[config.mk]
export PLATFORM = sky130hd
export DESIGN_NAME = popcount_sequencer
export DESIGN_NICKNAME = d
export VERILOG_FILES = /design/src/rtl/popcount_pkg.sv /design/src/rtl/popcount_sequencer_ones_count3.sv /design/src/rtl/popcount_sequencer.sv
export SDC_FILE = /design/constraint.sdc
export NUM_CORES = 1
export LEC_CHECK = 0
export ABC_AREA = 1
export CAP_MARGIN = 20
export CORE_UTILIZATION = 44
export CTS_CLUSTER_SIZE = 8
export DETAILED_ROUTE_END_ITERATION = 6
export PLACE_DENSITY = 0.76
export SYNTH_ARGS = -nofsm -noshare
export SYNTH_HDL_FRONTEND = slang
export SYNTH_SLANG_ARGS = --single-unit
[constraint.sdc]
create_clock -name clk -period 2.3 [get_ports clk]
set_input_delay 0.46 -clock clk [delete_from_list [all_inputs] [get_ports clk]]
set_output_delay 0.46 -clock clk [all_outputs]
set_load 0.005 [all_outputs]
[src/rtl/popcount_pkg.sv]
// Shared types and helpers for the sequenced population counter.
package popcount_pkg;

    localparam int SLICE_W = 3;

    typedef enum logic [1:0] {
        S_IDLE = 2'b00,
        S_RUN  = 2'b01,
        S_DONE = 2'b10
    } state_e;

    function automatic int cnt_w(input int data_w);
        return $clog2(data_w + 1);
    endfunction

endpackage

[src/rtl/popcount_sequencer_ones_count3.sv]
// Combinational ones-count of a 3-bit slice (0..3).
module ones_count3 (
    input  logic [2:0] i_bits,
    output logic [1:0] o_count
);

    assign o_count = 2'(i_bits[0]) + 2'(i_bits[1]) + 2'(i_bits[2]);

endmodule

[src/rtl/popcount_sequencer.sv]
// Streams a word LSB-first through one 3-bit counter and
// accumulates the set-bit total behind valid/ready handshakes.
module popcount_sequencer
    import popcount_pkg::*;
#(
    parameter  int DATA_W = 12,
    localparam int CNT_W  = cnt_w(DATA_W)
) (
    input  logic              clk,
    input  logic              rst_n,
    input  logic              in_valid,
    output logic              in_ready,
    input  logic [DATA_W-1:0] in_data,
    output logic              out_valid,
    input  logic              out_ready,
    output logic [CNT_W-1:0]  out_count,
    output logic              busy
);

    localparam int NSLICE = DATA_W / SLICE_W;
    localparam int IDX_W  = (NSLICE > 1) ? $clog2(NSLICE) : 1;
    localparam logic [IDX_W-1:0] LAST_IDX = IDX_W'(NSLICE - 1);

    if ((DATA_W % SLICE_W) != 0 || DATA_W < SLICE_W) begin : g_bad_width
        $error("DATA_W must be a positive multiple of 3");
    end

    state_e             r_state;
    logic [DATA_W-1:0]  r_shreg;
    logic [CNT_W-1:0]   r_acc;
    logic [IDX_W-1:0]   r_idx;
    logic [CNT_W-1:0]   r_count;
    logic [1:0]         w_pc;
    logic [CNT_W-1:0]   w_sum;

    ones_count3 u_pc3 (
        .i_bits  (r_shreg[2:0]),
        .o_count (w_pc)
    );

    // Sum never exceeds DATA_W, so CNT_W bits cannot overflow.
    assign w_sum = r_acc + CNT_W'(w_pc);

    always_ff @(posedge clk or negedge rst_n) begin
        if (!rst_n) begin
            r_state <= S_IDLE;
            r_shreg <= '0;
            r_acc   <= '0;
            r_idx   <= '0;
            r_count <= '0;
        end else begin
            unique case (r_state)
                S_IDLE: begin
                    if (in_valid) begin
                        r_shreg <= in_data;
                        r_acc   <= '0;
                        r_idx   <= '0;
                        r_state <= S_RUN;
                    end
                end
                S_RUN: begin
                    r_acc   <= w_sum;
                    r_shreg <= r_shreg >> SLICE_W;
                    r_idx   <= r_idx + IDX_W'(1);
                    if (r_idx == LAST_IDX) begin
                        r_count <= w_sum;
                        r_state <= S_DONE;
                    end
                end
                S_DONE: begin
                    if (out_ready) begin
                        r_state <= S_IDLE;
                    end
                end
                default: r_state <= S_IDLE;
            endcase
        end
    end

    assign in_ready  = (r_state == S_IDLE);
    assign out_valid = (r_state == S_DONE);
    assign busy      = (r_state == S_RUN) || (r_state == S_DONE);
    assign out_count = r_count;

endmodule

**Yosys cells after proc, flatten, opt, wreduce, memory -nomap -nowiden**

Index checks and enable logic that the tools add are counted.

- Flip-flop bits (word level): 24
- Input bits: 16

- $add $sub $neg: 4
- Equal/unequal tests: 6
- Muxes and demuxes: 10
- Reduce and logical (&&, ||, !) cells: 6

Operators with widths:

| cell | count |
|---|---|
| 12-bit case mux with 2 select lines | 1 |
| 12-bit 2-to-1 mux | 1 |
| 2-bit 2-to-1 mux | 4 |
| 4-bit case mux with 2 select lines | 1 |
| 2-bit case mux with 3 select lines | 1 |
| 4-bit by 2-bit adder with 4-bit output | 1 |
| 2-bit == test (second input constant) | 2 |
| 4-bit 2-to-1 mux | 1 |
| 2-bit != test (second input constant) | 2 |
| 2-bit case mux with 2 select lines | 1 |
| 2-bit AND reduction | 2 |
| 3-bit AND reduction | 1 |
| 1-bit by 1-bit adder with 2-bit output | 1 |
| 2-bit by 1-bit adder with 2-bit output | 1 |
| 2-bit by 1-bit adder with 2-bit output (second input constant) | 1 |
| 2-bit by 1-bit == test with 1-bit output (second input constant) | 1 |
| 2-bit zero test | 1 |
| 2-bit by 1-bit != test with 1-bit output (second input constant) | 1 |
| 2-bit nonzero test | 1 |
| 1-bit logical OR | 1 |

**Longest topological paths before layout**

Gate-level depths: netlist of run 1.

- Depth after elaboration: 4
- Depth in mapped cells: 8

**Hierarchy**

From an unflattened synthesis of run 1, not the netlist that was laid out.

- Cell total of the unflattened synthesis: 139
- Area, all modules: 1244.9 sq um

Modules (own cells, without submodules):

| module | instances | cells an instance | area each (sq um) | seq. area each (sq um) |
|---|---|---|---|---|
| popcount_sequencer | 1 | 138 | 1224.9 | 600.6 |
| ones_count3 | 1 | 1 | 20.0 | 0.0 |

**Worst setup path after synthesis of run 1**

No wires, ideal clock.

- Kind: register to register
- Start point: register r_shreg[0]
- End point: register r_acc[2]
- Arrival: 1710 ps
- Path slack: 474 ps
- Stages on the path, launching flop included: 7
- Period minus slack after synthesis: 1826 ps
- Path through: dfrtp_1 fa_1 ha_1 fa_1 xor2_1 nand2_1 nand2_1

- Longest elaborated chain between the ends: 4

RTL lines:

| item | RTL line | source |
|---|---|---|
| start, declared | popcount_sequencer.sv:29 | `logic [DATA_W-1:0] r_shreg;` |
| start signal, assigned | popcount_sequencer.sv:55 | `r_shreg <= in_data;` |
| start signal, assigned | popcount_sequencer.sv:63 | `r_shreg <= r_shreg >> SLICE_W;` |
| 1-bit by 1-bit adder with 2-bit output | popcount_sequencer_ones_count3.sv:7 | `assign o_count = 2'(i_bits[0]) + 2'(i_bits[1]) + 2'(i_bits[2]);` |
| 2-bit by 1-bit adder with 2-bit output | popcount_sequencer_ones_count3.sv:7 |  |
| 4-bit by 2-bit adder with 4-bit output | popcount_sequencer.sv:42 | `assign w_sum = r_acc + CNT_W'(w_pc);` |
| 4-bit case mux with 2 select lines | popcount_sequencer.sv:52 | `unique case (r_state)` |
| end signal, assigned | popcount_sequencer.sv:62 | `r_acc <= w_sum;` |
| end, declared | popcount_sequencer.sv:30 | `logic [CNT_W-1:0] r_acc;` |

Every way passes these cells.
A chain may end at the register's enable or synchronous reset.

**Worst setup path after layout of run 1**

- Start point: register r_state[0]
- End point: output in_ready

- Longest elaborated chain between the ends: 1

RTL lines:

| item | RTL line | source |
|---|---|---|
| start, declared | popcount_sequencer.sv:28 | `state_e r_state;` |
| start signal, assigned | popcount_sequencer.sv:46 | `r_state <= S_IDLE;` |
| start signal, assigned | popcount_sequencer.sv:58 | `r_state <= S_RUN;` |
| start signal, assigned | popcount_sequencer.sv:67 | `r_state <= S_DONE;` |
| 2-bit zero test | popcount_sequencer.sv:80 | `assign in_ready = (r_state == S_IDLE);` |
| end, declared | popcount_sequencer.sv:12 | `output logic in_ready,` |

Every way passes these cells.

==> impl_metrics.csv, run 1 <==
group,metric,value,unit
run_status,status,"complete, no violations",
worst_setup_path,crit_arrival,1.69,ns
power_and_ir_drop,vdd_drop_max,0.841,mV
grt,grt.total_usage,18.2,%
finish,drive_gt1_share,14.8,%
yosys,syn_area,0.00131,mm²
cts,clock_latency,0.31,ns
worst_setup_path,worstPathRequired,1.84,ns
die,die_x,56.5,µm
power_and_ir_drop,intPower,1.15,mW
detailed_routing,avgRoutedWirePerCell,12.1,µm
finish,stdcell_count,200,
timing,fin_crit_sh,93.4,%
grt,grt-ovfl-total,0,
worst_setup_path,crit_path_max_fanout,6,
timing,maxSlewHeadroom,77.8,%
detailed_routing,wl,2.41,mm
detailed_routing,vias,1017,
die,io_pins,23,
timing,slew_violations,0,
worst_setup_path,critPathCaptureType,"primary output",
cts,cts_inserted_buffers,3,
yosys,synth-seq-cells,24,
cts,cts_max_level,1,
timing,max_freq,466,MHz
timing,fin_crit,2.15,ns
yosys,ys_warn_count,0,
yosys,avgSynthCellArea,8.96,µm²
cts,cts_tree,"yes",
grt,grt_pass1_wl,4.50,mm
cts,clockRootBuffer,"clkbuf_4",
power_and_ir_drop,comb_power_share,55.4,%
grt,grt_max_degree,25,
placement,placed_cells,197,
detailed_routing,dr.pass1.iters,4,
detailed_routing,via_per_inst,5.09,
worst_setup_path,start_kind,"flip-flop",
yosys,syn_inst,146,
power_and_ir_drop,switching_share,43.7,%
grt,antenna_found_initial,0,
timing,worst_pin_slew,0.331,ns
power_and_ir_drop,powerDensity,1300,mW/mm²
cts,post-cts-setup-buffer-count,0,
placement,port_buffers,22,
finish,nets,195,
detailed_routing,ant_nets,0,
min_path,min_path_type,"input pin to asynchronous set/reset pin",
timing,hold_violations,0,
cts,clkTransAtPathRegs,0.12,ns
power_and_ir_drop,power_switching,0.894,mW
timing,setup_viol,0,
worst_setup_path,crit_type,"flip-flop to primary output",
placement,place_congestion,0.735,
cts,cts-hold-fix-buffers,0,
cts,cts_sinks,24,
die,dieArea,0.00320,mm²
detailed_routing,drt_first_iter_violations,22,
cts,clock_path_buffers,2,
power_and_ir_drop,power_frac_seq,35.7,%
power_and_ir_drop,pwr-share-clk,8.9,%
finish,nFillCells,264,
placement,hpwl,1.78,mm
die,fp.dieH,56.5,µm
timing,finClkSkew,0.00610,ns
cts,cts_resized,0,
finish,syn_to_final_growth,20.3,%
yosys,seq_area_frac_synth,45.9,%
flow_run,cap_viol_max_count,0,
yosys,syn-num-nets,170,
power_and_ir_drop,p_leak,0.796,nW
grt,grt_pass1_vias,1103,
timing,setup_tns,0,ns
die,initial_core_util,47.1,%
die,core_area,0.00278,mm²
detailed_routing,drcViolationCount,0,
die,rows,19,
yosys,synth.distinct_cells,22,
finish,diodes,0,
timing,rsz0062_at_grt,"false",
routing by layer:
| metal | track usage (%) | vias to the layer above | share of wire, % |
|---|---|---|---|
| li1 | - | 516 | - |
| met1 | 22.5 | 476 | 47 |
| met2 | 29.9 | 20 | 48 |
| met3 | 2.76 | 5 | 2.6 |
| met4 | 10.5 | 0 | 2.0 |
| met5 | 0 | - | 0 |
registers in the layout (all words and copies together), names as in the netlist:
name       cells
r_shreg       12
r_state        2
out_count      4
r_acc          4
r_idx          2
layout by cell type (no fill, tap or decap), drive strengths merged:
cell type and count:
inv 19, fa 2, ha 6, o211ai 6, o21ai 12, a21oi 2
xor2 1, or2 3, buf 2, dfrtp 24, clkbuf 3, clkdlybuf4s50 22
nor2 1, nand3 21, nand2 45
kinds of logic after synthesis:
kind of cell               synth area share (%)
and+or+nand+nor                            24.4
buffers and inverters                      8.03
AOI/OAI and AO/OA                          12.2
DFF                                        45.9
adders and majority gates                  8.80
xor gates and xnor gates                  0.669
synth_stat cells (all sizes together):
library cell,count,area [µm²]
inv,19,73.8
clkbuf,1,3.75
o211ai,6,75.1
or2,3,18.8
nand2,45,186
nand3,21,110
a21oi,2,17.5
ha,6,75.1
xor2,1,8.76
buf,3,27.5
fa,2,40.0
nor2,1,3.75
dfrtp,24,601
o21ai,12,67.6
critical path, cell delays in order (launching register included):
cell and delay [ns]:
dfrtp_1 0.43, inv_1 0.09, ha_1 0.30, clkdlybuf4s50_1 0.56
cell type report:
class | instances | area [µm²] | share of cell area [%]
clock buffers | 3 | 22.5 | 1.43
inverters | 19 | 73.8 | 4.69
multi-input cells | 99 | 603 | 38.3
flip-flops and latches | 24 | 601 | 38.2
well taps | 31 | 38.8 | 2.46
repair buffers | 24 | 235 | 14.9
through the flow:
step | total power [mW] | area, µm² | hold WS (ns) | worst slack, ns | util (%)
global route | 2.27 | 1570 | 0.500 | 0.0641 | 56.6
floorplan | 1.57 | 1310 | 0.164 | 0.474 | -
global placement | 1.84 | 1550 | 0.464 | 0.444 | 55.8
finish | 2.05 | 1570 | 0.492 | 0.152 | 56.6
detailed placement | 1.89 | 1550 | 0.474 | 0.402 | 55.8
CTS | 2.09 | 1570 | 0.491 | 0.127 | 56.6
power groups by stage:
stage | registers (mW) | clock network [mW] | logic (mW)
after detailed placement | 0.743 | 0 | 1.15
after floorplan | 0.716 | 0 | 0.853
after global routing | 0.755 | 0.214 | 1.31
final | 0.730 | 0.181 | 1.13
after CTS | 0.733 | 0.196 | 1.16
after global placement | 0.729 | 0 | 1.11
worst paths after layout:
path                            startpoint           end  slack [ns]  cells past startpoint
worst min register to register    r_idx[0]      r_idx[0]        0.49                      1
worst max register to register  r_shreg[0]  out_count[2]        0.40                      6
worst max-delay path            r_state[0]      in_ready        0.15                      3
max in group asynchronous            rst_n    r_shreg[4]        1.57                      2
worst min-delay path                 rst_n      r_idx[1]        0.49                      2
min in group clk                  r_idx[0]      r_idx[0]        0.49                      1
(Power assumes the default switching activity.)
==> run 2, diff against run 1 <==
--- a/config.mk
+++ b/config.mk
@@ -6,8 +6,10 @@
 export NUM_CORES = 1
 export LEC_CHECK = 0
 export ABC_AREA = 1
+export ABC_CLOCK_PERIOD_IN_PS = 2300
 export CAP_MARGIN = 20
 export CORE_UTILIZATION = 44
+export CTS_CLUSTER_DIAMETER = 80
 export CTS_CLUSTER_SIZE = 8
 export DETAILED_ROUTE_END_ITERATION = 6
 export PLACE_DENSITY = 0.76
==> results of run 2 <==
Same layout as run 1: the final DEF is identical, and so are final timing and power.
